## src/rtl/multicycle_core.sv

```systemverilog
// multicycle_core: multi-cycle RV32I-subset core with a single shared memory port.
// Instructions step through FETCH/DECODE/EXECUTE/MEM/WB. Memory transfers use a
// req/ready handshake, so fetch and data accesses tolerate any latency.
module multicycle_core #(
  parameter int              XLEN     = 32,
  parameter int              REG_AW   = 5,
  parameter logic [XLEN-1:0] PC_RESET = '0,
  parameter int              CNT_W    = 32
) (
  input  logic             clk,
  input  logic             rst,
  output logic             mem_req,
  output logic             mem_we,
  output logic [XLEN-1:0]  mem_addr,
  output logic [XLEN-1:0]  mem_wdata,
  input  logic [XLEN-1:0]  mem_rdata,
  input  logic             mem_ready,
  output logic [XLEN-1:0]  a0,
  output logic             halted,
  output logic [CNT_W-1:0] instret
);

  localparam int NREGS = 1 << REG_AW;

  localparam logic [6:0] OP_OP     = 7'b0110011;
  localparam logic [6:0] OP_IMM    = 7'b0010011;
  localparam logic [6:0] OP_LUI    = 7'b0110111;
  localparam logic [6:0] OP_LOAD   = 7'b0000011;
  localparam logic [6:0] OP_STORE  = 7'b0100011;
  localparam logic [6:0] OP_JAL    = 7'b1101111;
  localparam logic [6:0] OP_BRANCH = 7'b1100011;

  typedef enum logic [2:0] {
    S_FETCH, S_DECODE, S_EXECUTE, S_MEM, S_WB, S_HALT
  } state_t;

  state_t state, state_next;

  logic [XLEN-1:0]  pc, ir, rs1_val, rs2_val, imm, result, addr;
  logic [XLEN-1:0]  regs [NREGS];
  logic [CNT_W-1:0] instret_cnt;

  // Word-align an address: PC and data addresses never carry byte offsets.
  function automatic logic [XLEN-1:0] align(input logic [XLEN-1:0] v);
    return {v[XLEN-1:2], 2'b00};
  endfunction

  // Instruction fields; the register-index MSBs above REG_AW are ignored.
  logic [6:0]        opcode, funct7;
  logic [2:0]        funct3;
  logic [REG_AW-1:0] rs1_idx, rs2_idx, rd_idx;
  logic [XLEN-1:0]   imm_i, imm_s, imm_b, imm_u, imm_j;

  assign opcode  = ir[6:0];
  assign funct3  = ir[14:12];
  assign funct7  = ir[31:25];
  assign rs1_idx = ir[15 +: REG_AW];
  assign rs2_idx = ir[20 +: REG_AW];
  assign rd_idx  = ir[7 +: REG_AW];

  assign imm_i = {{(XLEN-12){ir[31]}}, ir[31:20]};
  assign imm_s = {{(XLEN-12){ir[31]}}, ir[31:25], ir[11:7]};
  assign imm_b = {{(XLEN-12){ir[31]}}, ir[7], ir[30:25], ir[11:8], 1'b0};
  assign imm_u = {{(XLEN-31){ir[31]}}, ir[30:12], 12'b0};
  assign imm_j = {{(XLEN-20){ir[31]}}, ir[19:12], ir[20], ir[30:21], 1'b0};

  // Instruction classes recognised by this core; anything else halts it.
  logic is_alu, is_addi, is_lui, is_lw, is_sw, is_jal, is_br, br_taken;

  assign is_alu  = (opcode == OP_OP) && (funct3 == 3'b000) &&
                   ((funct7 == 7'b0000000) || (funct7 == 7'b0100000));
  assign is_addi = (opcode == OP_IMM)    && (funct3 == 3'b000);
  assign is_lui  = (opcode == OP_LUI);
  assign is_lw   = (opcode == OP_LOAD)   && (funct3 == 3'b010);
  assign is_sw   = (opcode == OP_STORE)  && (funct3 == 3'b010);
  assign is_jal  = (opcode == OP_JAL);
  assign is_br   = (opcode == OP_BRANCH) && (funct3[2:1] == 2'b00);
  // funct3[0] selects BNE (1) versus BEQ (0).
  assign br_taken = funct3[0] ? (rs1_val != rs2_val) : (rs1_val == rs2_val);

  assign a0      = regs[10];
  assign halted  = (state == S_HALT);
  assign instret = instret_cnt;

  // State register.
  always_ff @(posedge clk or negedge rst) begin
    if (!rst) state <= S_FETCH;
    else      state <= state_next;
  end

  // Next-state logic; memory waits hold the current state until ready.
  always_comb begin
    state_next = state;
    case (state)
      S_FETCH:   if (mem_ready) state_next = S_DECODE;
      S_DECODE:  state_next = S_EXECUTE;
      S_EXECUTE: begin
        if (is_alu || is_addi || is_lui || is_jal) state_next = S_WB;
        else if (is_lw || is_sw)                   state_next = S_MEM;
        else if (is_br)                            state_next = S_FETCH;
        else                                       state_next = S_HALT;
      end
      S_MEM:     if (mem_ready) state_next = is_lw ? S_WB : S_FETCH;
      S_WB:      state_next = S_FETCH;
      default:   state_next = S_HALT;
    endcase
  end

  // Memory port outputs; request is masked while reset is held so the bus goes idle at once.
  always_comb begin
    mem_req   = 1'b0;
    mem_we    = 1'b0;
    mem_addr  = pc;
    mem_wdata = rs2_val;
    case (state)
      S_FETCH: mem_req = 1'b1;
      S_MEM: begin
        mem_req  = 1'b1;
        mem_we   = is_sw;
        mem_addr = addr;
      end
      default: ;
    endcase
    if (!rst) begin
      mem_req = 1'b0;
      mem_we  = 1'b0;
    end
  end

  // Datapath: PC, IR, operand latches, register file and retire counter.
  always_ff @(posedge clk or negedge rst) begin
    if (!rst) begin
      pc          <= align(PC_RESET);
      ir          <= '0;
      rs1_val     <= '0;
      rs2_val     <= '0;
      imm         <= '0;
      result      <= '0;
      addr        <= '0;
      instret_cnt <= '0;
      for (int i = 0; i < NREGS; i++) regs[i] <= '0;
    end else begin
      case (state)
        S_FETCH: if (mem_ready) ir <= mem_rdata;
        S_DECODE: begin
          rs1_val <= regs[rs1_idx];
          rs2_val <= regs[rs2_idx];
          case (opcode)
            OP_STORE:  imm <= imm_s;
            OP_BRANCH: imm <= imm_b;
            OP_LUI:    imm <= imm_u;
            OP_JAL:    imm <= imm_j;
            default:   imm <= imm_i;
          endcase
        end
        S_EXECUTE: begin
          if (is_alu)             result <= funct7[5] ? rs1_val - rs2_val : rs1_val + rs2_val;
          else if (is_addi)       result <= rs1_val + imm;
          else if (is_lui)        result <= imm;
          else if (is_jal)        result <= pc + XLEN'(4);
          else if (is_lw || is_sw) addr  <= align(rs1_val + imm);
          else if (is_br) begin
            pc          <= align(br_taken ? pc + imm : pc + XLEN'(4));
            instret_cnt <= instret_cnt + CNT_W'(1);
          end
        end
        S_MEM: if (mem_ready) begin
          if (is_lw) result <= mem_rdata;
          else begin
            pc          <= align(pc + XLEN'(4));
            instret_cnt <= instret_cnt + CNT_W'(1);
          end
        end
        S_WB: begin
          if (rd_idx != '0) regs[rd_idx] <= result;
          pc          <= align(is_jal ? pc + imm : pc + XLEN'(4));
          instret_cnt <= instret_cnt + CNT_W'(1);
        end
        default: ;
      endcase
    end
  end

endmodule
```

## config.mk

```make
export PLATFORM = sky130hd
export DESIGN_NAME = multicycle_core
export DESIGN_NICKNAME = d
export VERILOG_FILES = /design/src/rtl/multicycle_core.sv
export SDC_FILE = /design/constraint.sdc
export NUM_CORES = 2
export LEC_CHECK = 0
export CAP_MARGIN = 25
export CELL_PAD_IN_SITES_DETAIL_PLACEMENT = 0
export CELL_PAD_IN_SITES_GLOBAL_PLACEMENT = 1
export CORE_MARGIN = 3
export CORE_UTILIZATION = 57
export DETAILED_ROUTE_END_ITERATION = 12
export GPL_ROUTABILITY_DRIVEN = 0
export PLACE_DENSITY = 0.86
export SLEW_MARGIN = 20
export SYNTH_ARGS = -nofsm -noshare
export SYNTH_HDL_FRONTEND = slang
export SYNTH_SLANG_ARGS = --single-unit
```

## constraint.sdc

```tcl
create_clock -name clk -period 5.6 [get_ports clk]
set_input_delay 0.56 -clock clk [delete_from_list [all_inputs] [get_ports clk]]
set_output_delay 0.56 -clock clk [all_outputs]
set_load 0.05 [all_outputs]
```

==> run metrics <==
outcome complete, no violations; worst clock skew 0.0306 ns; startpoint types flop; clk buf depth 3; Syn. warnings 0; total iterations of the first detailed-routing run 6; Sw Pwr 4.56 mW; register bit count reported by yosys 1279; crit path max fanout 36; WP buf/inv 2; hold_ws 0.375 ns; count of cell types in the netlist 88; ordered list of cells on the worst path nor2b_1 > and2_2 > buf_4 > nand2_1 > o21ai_0 > clkdlybuf4s50_1; clk slew on worst S/H paths 0.07 ns; CTS-repair resized insts 0; met3 usage 7.33%; antenna viol nets, final 0; met2 Use GR 49.8%; sw frac 23.1%; Tcrit/Tclk final 79.8%; crit path kind reg -> out; area leader, netlist dfrtp_1; Global Route Usage Sum 33.6%; Post-synth top cells dfrtp_1 (1279), mux2_2 (1030), mux4_2 (640), nand2_1 (372), clkbuf_1 (362); global-route wire length before repair 329 mm; CTS H-tree lvls 4; cell count after synthesis 5522; Tmin final 4.47 ns; antenna violations before repair 5; input/output buffers 163; Worst path max stage delay 0.85 ns; Avg Inst Size Synth 13.1 sq um; Slew HR 24.6%; post-CTS setup buffer count 0; Avg WL per Cell 30.5 microns; Die W 363 microns; Worst Path Required 5.04 ns; number of synthesized flops with an enable pin 0; pre-CTS setup slack 1.57 ns; fin util 63.8%; R2R cell count 10; Worst-Skew Late Latency 0.78 ns; CP top delay family buffers and inverters; max-slew violation count 0; cts hold-fix bufs 1; top cell type's share of synthesized area 44.1%; die footprint 132000 sq um; post-route setup TNS 0 ns; CTS root buf clkbuf_16; Post-Route WL 219 mm; clock share of power 48.5%; Die Y 363 microns; number of global-route vias before repair 49800; Netlist Area Pre-Place 72500 sq um; RSZ-0062 raised after global routing no; sequential share of the synthesized area 44.1%; IR drop worst, VDD 0.322 mV; part of the power in registers 47.4%; Int Pwr 15.2 mW; M1 GR Usage 47.6%; ys flop type dfrtp_1; total congestion overflow 0; share of cells above drive strength 1 38.2%; post-route setup slack 1.13 ns; Slew @ Worst Pin 1.13 ns; TritonCTS clock tree built; Residual DRC 0; crit path capture type output pin; Final HPWL DP 141 mm; Most Used Layer, Global Route met2; endpoints failing setup 0; core box area 126000 sq um; area grow syn2layout 10.8%; Via Count 49700; First DRT Iteration DRCs 6405; row count 130; max cap viols 0; Post-synth ARST share 100%; fin nets 5568; vias per std cell 6.94; largest net degree at the start of global routing 175; Synth area leaders dfrtp_1 (44%), mux4_2 (20%), mux2_2 (16%); IO Count 166; CTS buffer count 141; Worst Hold Class in -> async; worst path arrival time 3.91 ns; Initial Utilization 57.6%; count leader, synth dfrtp_1; Leak Pwr 36.3 nW; final hold vios 0; total clock sinks 1279; critical path depth 6; slowest CP cell clkdlybuf4s50_1; Comb power frac 4.0%; PD cells 245 nW/um^2; maximum clock frequency 0.224 GHz
cell families after synthesis:
| kind of cell | synth area share (%) |
|---|---|
| other cells | 0.00517 |
| fa+ha+maj | 2.25 |
| xor+xnor | 1.71 |
| flops | 44.1 |
| simple gates | 5.46 |
| buf+inv | 3.56 |
| mux | 36.9 |
| compound gates | 6.03 |
worst register-to-register path, cell delays in order (launching register included):
cell	delay (ns)
dfrtp_1	0.42
ha_1	0.50
and2_2	0.26
nand3_1	0.17
or4_1	0.57
nor3_2	0.21
xnor2_1	0.32
o31a_1	0.73
nor2_1	0.30
and3_1	0.29
nor4_2	0.24
placed cells by master, fill, tap and decap left out, types with 73 or more instances in the layout:
cell and instances:
xnor2_1 86, mux2i_1 73, a21oi_1 205, nor2_1 169, dfrtp_1 1263, clkbuf_16 142, inv_1 89, o21ai_0 269
mux4_2 640, mux2_2 1030, clkdlybuf4s50_1 162, buf_4 85, nand2_1 356, ha_1 124
worst paths after layout:
kind,from,end,slack (ns)
worst min register to register,regs[1014],regs[1014],0.39
max in group asynchronous,rst,regs[320],3.07
min in group clk,regs[1014],regs[1014],0.39
worst max register to register,rs1_val[27],pc[30],1.52
worst min-delay path,rst,regs[923],0.37
worst max-delay path,state[1],mem_addr[18],1.13
registers in the layout, summed over array words and instances (netlist names):
name	cells
result	32
addr	30
ir	32
state	3
imm	32
regs	992
a0	32
pc	30
rs1_val	32
mem_wdata	32
instret	32
cell type report:
| type | count | area, sq um |
|---|---|---|
| fillers | 9164 | 45700 |
| repair buffers | 291 | 3070 |
| multi-input cells | 3603 | 38100 |
| clock inverters | 45 | 597 |
| well taps | 1650 | 2060 |
| diodes | 2 | 5.00 |
| clock buffers | 207 | 4160 |
| inverters | 89 | 334 |
| flip-flops and latches | 1279 | 32000 |
layer usage:
| metal | wire, microns | vias up |
|---|---|---|
| met2 | 98100 | 2711 |
| met1 | 87400 | 26000 |
| li1 | - | 20500 |
| met4 | 11900 | 4 |
| met5 | 27 | - |
| met3 | 21300 | 511 |
power by group through the flow:
stage	clock (mW)	sequential (mW)	combinational [mW]
floorplan	0	9.43	0.462
global placement	0	9.52	0.803
detailed placement	0	9.52	0.802
CTS	9.70	9.35	0.803
global route	10.1	9.35	0.862
finish	9.58	9.35	0.799
stage by stage:
step,area [sq um],total power [mW],std cells
CTS,80200,19.9,7152
floorplan,72600,9.89,5523
finish,80400,19.7,7166
global placement,75200,10.3,6887
detailed placement,75400,10.3,6899
global route,80400,20.3,7164
(Power assumes the default switching activity.)
